$ cat src/rtl/midi_pkg.sv
// Shared MIDI definitions: status nibbles, byte-class boundaries and
// state encodings for the serial receiver and the message parser.
package midi_pkg;

   localparam logic [3:0] NOTE_OFF     = 4'h8;
   localparam logic [3:0] NOTE_ON      = 4'h9;
   localparam logic [3:0] PROG_CHG     = 4'hC;
   localparam logic [3:0] CHAN_PRESS   = 4'hD;
   localparam logic [7:0] REALTIME_MIN = 8'hF8;
   localparam logic [7:0] SYSTEM_MIN   = 8'hF0;

   typedef enum logic [1:0] {
      RX_IDLE,
      RX_START,
      RX_DATA,
      RX_STOP
   } rx_state_t;

   typedef enum logic [1:0] {
      P_WAIT_STATUS,
      P_WAIT_D1,
      P_WAIT_D2
   } parse_state_t;

   // Program change and channel pressure carry a single data byte.
   function automatic logic one_data_byte(input logic [7:0] status);
      return (status[7:4] == PROG_CHG) || (status[7:4] == CHAN_PRESS);
   endfunction

endpackage

$ cat src/rtl/midi_uart_byte_rx.sv
// 8N1 serial byte receiver: 2-FF synchroniser, mid-bit sampling FSM,
// registered byte/valid/framing-error outputs plus an early good-byte strobe.
module midi_uart_byte_rx
   import midi_pkg::*;
#(
   parameter int unsigned BIT_CYC = 1600
) (
   input  logic       clk,
   input  logic       rst_n,
   input  logic       i_rx,
   output logic [7:0] o_byte,
   output logic       o_byte_valid,
   output logic       o_framing_err,
   output logic       o_done,
   output logic [7:0] o_shift
);

   localparam int unsigned HALF_CYC = BIT_CYC / 2;
   localparam int unsigned CW       = $clog2(BIT_CYC);
   localparam logic [CW-1:0] BIT_LAST  = CW'(BIT_CYC - 1);
   localparam logic [CW-1:0] HALF_LAST = CW'(HALF_CYC - 1);

   rx_state_t      r_state, w_state_nxt;
   logic [CW-1:0]  r_cnt, w_cnt_nxt;
   logic [2:0]     r_bit, w_bit_nxt;
   logic [7:0]     r_shift, w_shift_nxt;
   logic           r_sync1, r_sync2;
   logic           r_byte_valid, r_framing_err;
   logic [7:0]     r_byte;
   logic           w_rx, w_good, w_bad;

   assign w_rx = r_sync2;

   always_comb begin
      w_state_nxt = r_state;
      w_cnt_nxt   = r_cnt + 1'b1;
      w_bit_nxt   = r_bit;
      w_shift_nxt = r_shift;
      w_good      = 1'b0;
      w_bad       = 1'b0;
      case (r_state)
         RX_IDLE: begin
            w_cnt_nxt = '0;
            if (!w_rx) w_state_nxt = RX_START;
         end
         RX_START: begin
            if (r_cnt == HALF_LAST) begin
               w_cnt_nxt   = '0;
               w_bit_nxt   = '0;
               w_state_nxt = w_rx ? RX_IDLE : RX_DATA;
            end
         end
         RX_DATA: begin
            if (r_cnt == BIT_LAST) begin
               w_cnt_nxt   = '0;
               w_shift_nxt = {w_rx, r_shift[7:1]};
               w_bit_nxt   = r_bit + 1'b1;
               if (r_bit == 3'd7) w_state_nxt = RX_STOP;
            end
         end
         RX_STOP: begin
            if (r_cnt == BIT_LAST) begin
               w_cnt_nxt   = '0;
               w_state_nxt = RX_IDLE;
               w_good      = w_rx;
               w_bad       = !w_rx;
            end
         end
         default: w_state_nxt = RX_IDLE;
      endcase
   end

   always_ff @(posedge clk or negedge rst_n) begin
      if (!rst_n) begin
         r_sync1       <= 1'b1;
         r_sync2       <= 1'b1;
         r_state       <= RX_IDLE;
         r_cnt         <= '0;
         r_bit         <= '0;
         r_shift       <= '0;
         r_byte        <= '0;
         r_byte_valid  <= 1'b0;
         r_framing_err <= 1'b0;
      end else begin
         r_sync1       <= i_rx;
         r_sync2       <= r_sync1;
         r_state       <= w_state_nxt;
         r_cnt         <= w_cnt_nxt;
         r_bit         <= w_bit_nxt;
         r_shift       <= w_shift_nxt;
         r_byte_valid  <= w_good;
         r_framing_err <= w_bad;
         if (w_good) r_byte <= r_shift;
      end
   end

   assign o_byte        = r_byte;
   assign o_byte_valid  = r_byte_valid;
   assign o_framing_err = r_framing_err;
   assign o_done        = w_good;
   assign o_shift       = r_shift;

endmodule

$ cat src/rtl/midi_uart_rx.sv
// MIDI input front end: serial byte receiver plus a running-status
// channel-voice parser emitting note-on / note-off pulses.
module midi_uart_rx
   import midi_pkg::*;
#(
   parameter int unsigned CLK_HZ  = 50_000_000,
   parameter int unsigned BAUD    = 31250,
   parameter int unsigned CHANNEL = 0,
   parameter int unsigned OMNI    = 1
) (
   input  logic       clk,
   input  logic       rst_n,
   input  logic       midi_in,
   output logic [7:0] midi_data,
   output logic       midi_valid,
   output logic       note_off,
   output logic [6:0] velocity,
   output logic [7:0] byte_data,
   output logic       byte_valid,
   output logic       framing_err
);

   localparam int unsigned BIT_CYC = CLK_HZ / BAUD;
   localparam logic [3:0]  CHAN4   = 4'(CHANNEL);

   logic       w_done;
   logic [7:0] w_byte;

   midi_uart_byte_rx #(.BIT_CYC(BIT_CYC)) u_byte_rx (
      .clk           (clk),
      .rst_n         (rst_n),
      .i_rx          (midi_in),
      .o_byte        (byte_data),
      .o_byte_valid  (byte_valid),
      .o_framing_err (framing_err),
      .o_done        (w_done),
      .o_shift       (w_byte)
   );

   parse_state_t r_pstate, w_pstate_nxt;
   logic [7:0]   r_status, w_status_nxt;
   logic [6:0]   r_d1, w_d1_nxt;
   logic         w_complete, w_chan_ok, w_on, w_off;
   logic [7:0]   r_midi_data;
   logic [6:0]   r_velocity;
   logic         r_midi_valid, r_note_off;

   // Parser advances on the receiver's stop-bit strobe so its registered
   // pulses line up with byte_valid.
   always_comb begin
      w_pstate_nxt = r_pstate;
      w_status_nxt = r_status;
      w_d1_nxt     = r_d1;
      w_complete   = 1'b0;
      if (w_done) begin
         if (w_byte >= REALTIME_MIN) begin
            w_pstate_nxt = r_pstate;
         end else if (w_byte >= SYSTEM_MIN) begin
            w_pstate_nxt = P_WAIT_STATUS;
            w_status_nxt = '0;
         end else if (w_byte[7]) begin
            w_pstate_nxt = P_WAIT_D1;
            w_status_nxt = w_byte;
         end else begin
            case (r_pstate)
               P_WAIT_D1: begin
                  w_d1_nxt = w_byte[6:0];
                  if (!one_data_byte(r_status)) w_pstate_nxt = P_WAIT_D2;
               end
               P_WAIT_D2: begin
                  w_complete   = 1'b1;
                  w_pstate_nxt = P_WAIT_D1;
               end
               default: w_pstate_nxt = P_WAIT_STATUS;
            endcase
         end
      end
   end

   assign w_chan_ok = (OMNI != 0) || (r_status[3:0] == CHAN4);
   assign w_on  = w_complete && w_chan_ok && (r_status[7:4] == NOTE_ON) && (w_byte[6:0] != '0);
   assign w_off = w_complete && w_chan_ok &&
                  ((r_status[7:4] == NOTE_OFF) ||
                   ((r_status[7:4] == NOTE_ON) && (w_byte[6:0] == '0)));

   always_ff @(posedge clk or negedge rst_n) begin
      if (!rst_n) begin
         r_pstate     <= P_WAIT_STATUS;
         r_status     <= '0;
         r_d1         <= '0;
         r_midi_data  <= '0;
         r_velocity   <= '0;
         r_midi_valid <= 1'b0;
         r_note_off   <= 1'b0;
      end else begin
         r_pstate     <= w_pstate_nxt;
         r_status     <= w_status_nxt;
         r_d1         <= w_d1_nxt;
         r_midi_valid <= w_on;
         r_note_off   <= w_off;
         if (w_on || w_off) begin
            r_midi_data <= {1'b0, r_d1};
            r_velocity  <= w_byte[6:0];
         end
      end
   end

   assign midi_data  = r_midi_data;
   assign velocity   = r_velocity;
   assign midi_valid = r_midi_valid;
   assign note_off   = r_note_off;

endmodule

$ cat config.mk
export PLATFORM = sky130hd
export DESIGN_NAME = midi_uart_rx
export DESIGN_NICKNAME = d
export VERILOG_FILES = /design/src/rtl/midi_pkg.sv /design/src/rtl/midi_uart_byte_rx.sv /design/src/rtl/midi_uart_rx.sv
export SDC_FILE = /design/constraint.sdc
export NUM_CORES = 1
export LEC_CHECK = 0
export ABC_AREA = 0
export CAP_MARGIN = 10
export CORE_MARGIN = 8
export CORE_UTILIZATION = 60
export DETAILED_ROUTE_END_ITERATION = 7
export GPL_TIMING_DRIVEN = 1
export HOLD_SLACK_MARGIN = 0.08
export PLACE_DENSITY = 0.94
export SYNTH_ARGS = -nofsm -noshare
export SYNTH_HDL_FRONTEND = slang
export SYNTH_SLANG_ARGS = --single-unit
$ cat constraint.sdc
create_clock -name clk -period 2.9 [get_ports clk]
set_input_delay 0.29 -clock clk [delete_from_list [all_inputs] [get_ports clk]]
set_output_delay 0.29 -clock clk [all_outputs]
set_load 0.05 [all_outputs]
==> metrics.md, run 1 <==
| Metric | Value |
|---|---|
| Fillers | `298` |
| Post-DRT Antenna Nets | `0` |
| Total grt overflow | `0` |
| Summed negative setup slack over all endpoints | `0 ns` |
| Post-route cell area | `3450 µm²` |
| CTS buffer count | `9` |
| GR Util All Layers | `about 17%` |
| Io pins | `30` |
| Post-route clock skew | `0.0111 ns` |
| Pre-CTS worst setup slack | `0.701 ns` |
| Largest net degree at the start of global routing | `26` |
| Number of antenna violations at the first check in global routing | `0` |
| Net count after synthesis | `225` |
| Layout cells sized above 1 | `27.1%` |
| R2r startpoint | `u_byte_rx.r_cnt[0]` |
| Worst-case setup margin in the final layout | `0.702 ns` |
| DIE WIDTH | `roughly 86 µm` |
| Achievable Freq | `455 MHz` |
| Number of flops mapped to enable cells by yosys | `0` |
| Post-layout total power | `around 1.7 mW` |
| DRC violation total after the first TritonRoute iteration | `175` |
| Biggest fanout along the worst timing path | `15` |
| Number of antenna diodes | `0` |
| Buf/Inv on CP | `1` |
| Data arrival time at the worst-slack endpoint | `2.42 ns` |
| HP Start | `u_byte_rx.r_sync1` |
| Crit start category | `flip-flop` |
| CTS tree | `built` |
| Pleak | `1.65 nW` |
| Final wirelength | `5600 µm` |
| Setup repair after global routing missed its margin | `no` |
| Critical Path End Type | `flip-flop` |
| Number of buffers on the longest clock path | `2` |
| TritonCTS Sinks | `65` |
| Post-synthesis to final-layout area growth | `18.3%` |
| Logic gate share of total power | `approximately 1.4%` |
| Power per standard cell area | `498 nW/µm²` |
| Fin crit share | `75.8%` |
| Cell Int Power | `1.34 mW` |
| Placed wire-length estimate after detailed placement | `about 3900 µm` |
| Setup-failing EPs final | `0` |
| Placed instance count | `approximately 300` |
| Final standard cell utilization of the core | `73.4%` |
| Mean instance size in the synthesized netlist | `13.6 µm²` |
| Count of vias placed by the detailed router | `1876` |
| Max IR drop VDD | `roughly 0.4 mV` |
| Number of standard cells after synthesis | `214` |
| Worst Path Required | `roughly 3.1 ns` |
| Switching part of the total | `22.1%` |
| Vias in the first global route | `1926` |
| Power spent charging and discharging nets | `~380 µW` |
| Register share of total power | `53.1%` |
| Core region area | `4690 µm²` |
| Total Die Area | `between 7000 and 8000 µm²` |
| Most common flop cell mapped by yosys | `dfrtp_1` |
| Number of gates resized after CTS | `0` |
| Average wire per standard cell | `18.1 µm` |
| Remaining DRCs | `0` |
| Max Cap Violations | `0` |
| Final Non-Filler Cells | `309` |
| Status | `completed` |
| H-tree depth | `3` |
| Buffers added on ports | `28` |
| Number of pins exceeding their max-slew limit in the final report | `0` |
| Root buffer cell | `clkbuf_8` |
| Worst hold path type | `flip-flop to flip-flop` |
| Placed inst area | `roughly 3200 µm²` |
| Critical path, cell by cell | `ha_1 -> and4_1 -> nand4_4 -> nor3_4 -> buf_4 -> mux2_2` |
| Via/cell ratio | `6.07` |
| Proportion of synthesized chip area in sequential cells | `56.0%` |
| Synth Cell Area | `~2900 µm²` |
| Weighted congestion reported at the end of routability-driven placement | `around 0.83` |
| Post CTS Setup Buffer Count | `0` |
| Net total in the final layout | `261` |
| Final Critical Period | `roughly 2.2 ns` |
| Critical path type | `flip-flop to flip-flop` |
| Fraction of registers with async set or reset after synthesis | `100%` |
| Unique masters post-synth | `46` |
| Top Family by Delay on Critical Path | `simple AND/OR/NAND/NOR gates` |
| Standard cell with the maximum stage delay on the critical path | `and4_1` |
| Clock insertion delay at the later pin of the skew report | `0.34 ns` |
| Synth warn | `0` |
| Final-layout worst hold slack | `0.360 ns` |
| Share of power burned in the clock network | `between 40% and 50%` |
| Final hold violation count | `0` |
| Number of iterations in the first detailed-routing pass | `4` |
| Site row count | `25` |
| Critical path's largest stage delay | `0.39 ns` |
| Slew headroom | `60.8%` |
| #FFs+latches synth | `65` |
| Initial standard-cell utilization of the core | `between 60% and 70%` |
| Critical Path Start | `u_byte_rx.r_cnt[0]` |
| Clock Pin Slew Worst Setup and Hold Paths | `0.07 ns` |
| Die H | `85.7 µm` |
| Slew @ Worst Pin | `0.580 ns` |
| First-pass GRT wire length | `approximately 9400 µm` |
[cell usage after synthesis, types with 3 or more instances]
library cell   n  area (µm²)
ha_1           8         100
mux2_2        28         315
inv_1          4        15.0
and2_1         3        18.8
and3_1         3        18.8
xor2_1         6        52.6
nor4_1         3        18.8
a22o_1         4        35.0
dfrtp_1       63        1580
mux2_4         9         135
nand2_1        9        33.8
and4_1         3        26.3
buf_2          3        15.0
nand4_1        7        43.8
nor2_1        17        63.8
[registers in the layout, summed over array words and instances (netlist names), 2 cells and up, named ones only]
| register | cells |
|---|---|
| u_byte_rx.r_cnt | 11 |
| u_byte_rx.o_byte | 8 |
| u_byte_rx.o_shift | 8 |
| midi_data | 7 |
| r_d1 | 7 |
| velocity | 7 |
| r_status | 4 |
| u_byte_rx.r_bit | 3 |
| r_pstate | 2 |
[cell type report]
type	instances	area [µm²]	area share, %
Multi-Input combinational cell	137	1210	35.3
Inverter	4	15.0	0.436
Clock buffer	10	138	3.99
Sequential cell	65	1630	47.3
Clock inverter	6	66.3	1.92
Timing Repair Buffer	33	315	9.15
Tap cell	54	67.6	1.96
[worst paths after layout]
| check | endpoint | slack, ns | depth (start not counted) |
|---|---|---|---|
| setup / recovery | midi_data[0] | 0.70 | 6 |
| hold / removal | u_byte_rx.r_sync2 | 0.36 | 0 |
| setup reg to reg | midi_data[0] | 0.70 | 6 |
| hold reg to reg | u_byte_rx.r_sync2 | 0.36 | 0 |
| max in group asynchronous | u_byte_rx.r_sync2 | 1.69 | 3 |
| min in group asynchronous | r_d1[3] | 0.45 | 2 |
[power groups by stage]
stage | Combinational (mW) | Sequential [mW] | Clock, mW
4_1_cts | 0.0263 | 0.910 | 0.796
3_3_place_gp | 0.0242 | 0.927 | 0
2_1_floorplan | 0.00423 | 0.927 | 0
6_report | 0.0248 | 0.910 | 0.780
3_5_place_dp | 0.0251 | 0.928 | 0
5_1_grt | 0.0293 | 0.910 | 0.836
[metal layers]
layer	part of all wire [%]	GRT usage (%)
met5	0	0
met4	3.4	10.5
met3	5.2	4.68
met2	46	24.2
met1	46	21.5
[cell usage in the layout (no fill, tap or decap), types with 2 or more instances in the layout]
master / instances
mux2i_1: 2
xor2_1: 6
a22o_1: 4
nor3_4: 2
and3_1: 3
clkdlybuf4s50_1: 27
buf_4: 4
nand4_1: 7
mux2_4: 9
clkbuf_8: 10
or3b_2: 2
nor2_1: 17
clkinv_2: 2
dfstp_2: 2
nor4_1: 3
a32o_1: 2
and2_1: 3
nand2_1: 9
o21ai_0: 2
and4_1: 3
o2111ai_1: 2
dfrtp_1: 63
xnor2_1: 2
inv_1: 4
mux2_2: 28
nor2b_1: 2
a31oi_1: 2
clkinv_4: 2
ha_1: 8
a41oi_1: 2
[cell families after synthesis]
group / after synthesis / synth area share (%)
flip-flops: 65 / 56.0
adder cells (fa/ha/maj): 8 / 3.44
buffers and inverters: 12 / 2.32
other: 1 / 0.129
XOR/XNOR: 8 / 2.41
multiplexers: 39 / 16.2
AND/OR/NAND/NOR: 61 / 13.5
AO/OA/AOI/OAI: 20 / 6.06
[repair_timing]
item,4_1_cts,5_1_grt
hold buffers,1,0
hold endpoints to repair,22,0
endpoints found under the setup margin,0,0
Power figures use the tool's default switching activity.
==> inputs of run 2 (changes only) <==
CORE_UTILIZATION = 51   (was 60)
PLACE_DENSITY = 0.86   (was 0.94)
clock period = 1.8 ns   (was 2.9 ns; I/O delays follow)
==> metrics.md, run 2 (synthesis results as in run 1) <==
| Metric | Value |
|---|---|
| Data arrival time at the worst-slack endpoint | `2.02 ns (-0.40 ns)` |
| Critical path's largest stage delay | `0.36 ns (-0.03 ns)` |
| Most flops, register | `u_byte_rx.r_cnt` |
| Remaining DRCs | `0 (unchanged)` |
| Switching part of the total | `20.7% (-1.4 points)` |
| TritonCTS Sinks | `65 (unchanged)` |
| Site row count | `27 (+8.0%)` |
| Placed wire-length estimate after detailed placement | `4020 µm (+3.0%)` |
| Placed inst area | `3460 µm² (+7.2%)` |
| Root buffer cell | `clkbuf_8` |
| Reg2Reg Setup Slack | `0.006 ns (-0.70 ns)` |
| H-tree depth | `3 (unchanged)` |
| Via/cell ratio | `5.46 (-10%)` |
| Critical Path Start | `u_byte_rx.r_cnt[0]` |
| Sequential Area | `1630 µm² (unchanged)` |
| Post-layout total power | `2.89 mW (+69%)` |
| Io pins | `30 (unchanged)` |
| CTS tree | `built` |
| Critical path destination | `u_byte_rx.o_shift[5]` |
| R2r startpoint | `u_byte_rx.r_cnt[0]` |
| Total grt overflow | `0 (unchanged)` |
| Largest net degree at the start of global routing | `66 (+150%)` |
| Vias in the first global route | `1963 (+1.9%)` |
| Die H | `91.6 µm (+6.9%)` |
| Logic gate share of total power | `1.5% (about the same)` |
| Max IR drop VDD | `0.677 mV (+65%)` |
| Buffers added on ports | `28 (unchanged)` |
| Critical path, cell by cell | `ha_2 -> and4_4 -> and4_1 -> nand2_2 -> mux2_2` |
| Status | `completed` |
| Crit start category | `flip-flop` |
| Largest register FFs | `11 (unchanged)` |
| Critical Path End Type | `flip-flop` |
| Post-DRT Antenna Nets | `0 (unchanged)` |
| Slew @ Worst Pin | `0.523 ns (-0.0576 ns)` |
| Final wirelength | `5920 µm (+5.8%)` |
| Register share of total power | `50.6% (-2.5 points)` |
| Net total in the final layout | `285 (+9.2%)` |
| Total Die Area | `8380 µm² (+14%)` |
| Worst hold path type | `input port to flip-flop` |
| Core region area | `5510 µm² (+17%)` |
| Post-route clock skew | `0.0109 ns (-0.000213 ns)` |
| Share of power burned in the clock network | `47.8% (+2.3 points)` |
| Setup-failing EPs final | `0 (unchanged)` |
| Final hold violation count | `0 (unchanged)` |
| Top library cells by usage in the layout, fill and taps aside | `dfrtp_1, clkdlybuf4s50_1, buf_4` |
| Count of vias placed by the detailed router | `1916 (+2.1%)` |
| GR Util All Layers | `14.9% (-1.8 points)` |
| Number of pins exceeding their max-slew limit in the final report | `0 (unchanged)` |
| Worst Path Required | `2.02 ns (-1.11 ns)` |
| Layout cells sized above 1 | `36.2% (+9.1 points)` |
| First-pass GRT wire length | `9970 µm (+5.8%)` |
| Number of antenna violations at the first check in global routing | `0 (unchanged)` |
| Max Cap Violations | `0 (unchanged)` |
| Reg-to-Reg End | `u_byte_rx.o_shift[5]` |
| Number of iterations in the first detailed-routing pass | `4 (unchanged)` |
| Power per standard cell area | `764 nW/µm² (+53%)` |
| Final standard cell utilization of the core | `68.8% (-4.6 points)` |
| DRC violation total after the first TritonRoute iteration | `106 (-39%)` |
| Average wire per standard cell | `16.9 µm (-6.9%)` |
| Initial standard-cell utilization of the core | `52.9% (-9.2 points)` |
| Standard cell with the maximum stage delay on the critical path | `dfrtp_1` |
| Cell Int Power | `2.30 mW (+72%)` |
| Cell depth of the worst flop-to-flop path | `5 (-1)` |
| Final Critical Period | `1.79 ns (-0.404 ns)` |
| Clock Pin Slew Worst Setup and Hold Paths | `0.07 ns (about the same)` |
| Setup repair after global routing missed its margin | `yes` |
| Weighted congestion reported at the end of routability-driven placement | `0.792 (-4.2%)` |
| Number of antenna diodes | `0 (unchanged)` |
| Biggest fanout along the worst timing path | `8 (-7)` |
| Critical path type | `flip-flop to flip-flop` |
| CTS buffer count | `9 (unchanged)` |
| Leading cell type in the layout, fill and taps excluded | `dfrtp_1` |
| Post-route cell area | `3790 µm² (+10%)` |
| Power spent charging and discharging nets | `598 µW (+58%)` |
| Multi-input gate area | `1290 µm² (+6.6%)` |
| Number of buffers on the longest clock path | `2 (unchanged)` |
| Slew headroom | `65.0% (+4.2 points)` |
| DIE WIDTH | `91.6 µm (+6.9%)` |
| Fillers | `363 (+22%)` |
| Achievable Freq | `557 MHz (+22%)` |
| Pleak | `1.81 nW (+9.5%)` |
| Post-synthesis to final-layout area growth | `30.2%` |
| Clock insertion delay at the later pin of the skew report | `0.34 ns (about the same)` |
| Fin crit share | `99.7% (+24 points)` |
-- run 2: cell count changes in the layout (fill, tap and decap cells not counted), moves of 2 or more --
cell,change
mux2_2,-9
mux2_4,+9
buf_4,+21
o21ai_0,-2
nor4_2,+2
nor4_1,-2
nand2_1,-2
nand2_2,+2
o21ai_1,+2
buf_12,+3
-- run 2: worst max-delay path, delay by kind of cell, from the launching register on --
| family | cells | cell delay, ns |
|---|---|---|
| muxes | 1 | 0.33 |
| DFF | 1 | 0.36 |
| and+or+nand+nor | 3 | 0.81 |
| adders and majority gates | 1 | 0.18 |
-- run 2: area by class of cell --
type	instances	area share, %
sequential	65	43.0
multi-input combinational	137	34.2
timing repair buffer	57	14.1
clock buffer	10	3.63
clock inverter	6	2.38
tap	72	2.38
inverter	4	0.396
-- run 2: repair_timing --
item	in CTS	in global routing
endpoints found under the setup margin	19	46
hold buffers	1	0
setup buffers	1	1
resized for setup	7	13
endpoints found under the hold margin	63	0
pin swaps	1	5
-- run 2: power by group through the flow --
stage,Combinational [mW],Sequential (mW),Clock (mW)
3_5_place_dp,0.0450,1.49,0
2_1_floorplan,0.00682,1.49,0
6_report,0.0444,1.47,1.38
5_1_grt,0.0522,1.46,1.46
4_1_cts,0.0464,1.47,1.41
3_3_place_gp,0.0449,1.49,0
-- run 2: how the worst min path moves through the flow --
stage	startpoint	endpoint	slack [ns]	cells past startpoint
floorplan	rst_n	async pin	-0.12	0
global placement	rst_n	u_byte_rx.r_cnt[9]	0.22	2
detailed placement	rst_n	u_byte_rx.r_cnt[4]	0.22	2
CTS	midi_in	u_byte_rx.r_sync1	0.23	1
global route	midi_in	u_byte_rx.r_sync1	0.23	1
finish	midi_in	u_byte_rx.r_sync1	0.25	1
-- run 2: metrics by stage --
stage	TNS [ns]	setup slack [ns]	cells	hold slack, ns
2_1_floorplan	-0.595	-0.0661	214	-0.116
4_1_cts	-0.00437	-0.00437	350	0.232
5_1_grt	-1.05	-0.0571	351	0.234
6_report	0	0.00551	351	0.245
3_3_place_gp	0	0.00764	332	0.217
3_5_place_dp	-0.131	-0.0279	332	0.218
-- run 2: per-layer routing --
metal / up-vias / global-route usage [%] / routed length (µm)
li1: 900 / - / -
met1: 964 / 19.6 / 2790
met2: 44 / 21.7 / 2800
met3: 8 / 3.54 / 234
met4: 0 / 8.59 / 96
met5: - / 0 / 0
==> inputs of run 3 (changes only) <==
GPL_TIMING_DRIVEN = default   (was 1)
==> results of run 3 <==
No change in the layout: final DEF, timing and power equal those of run 2.
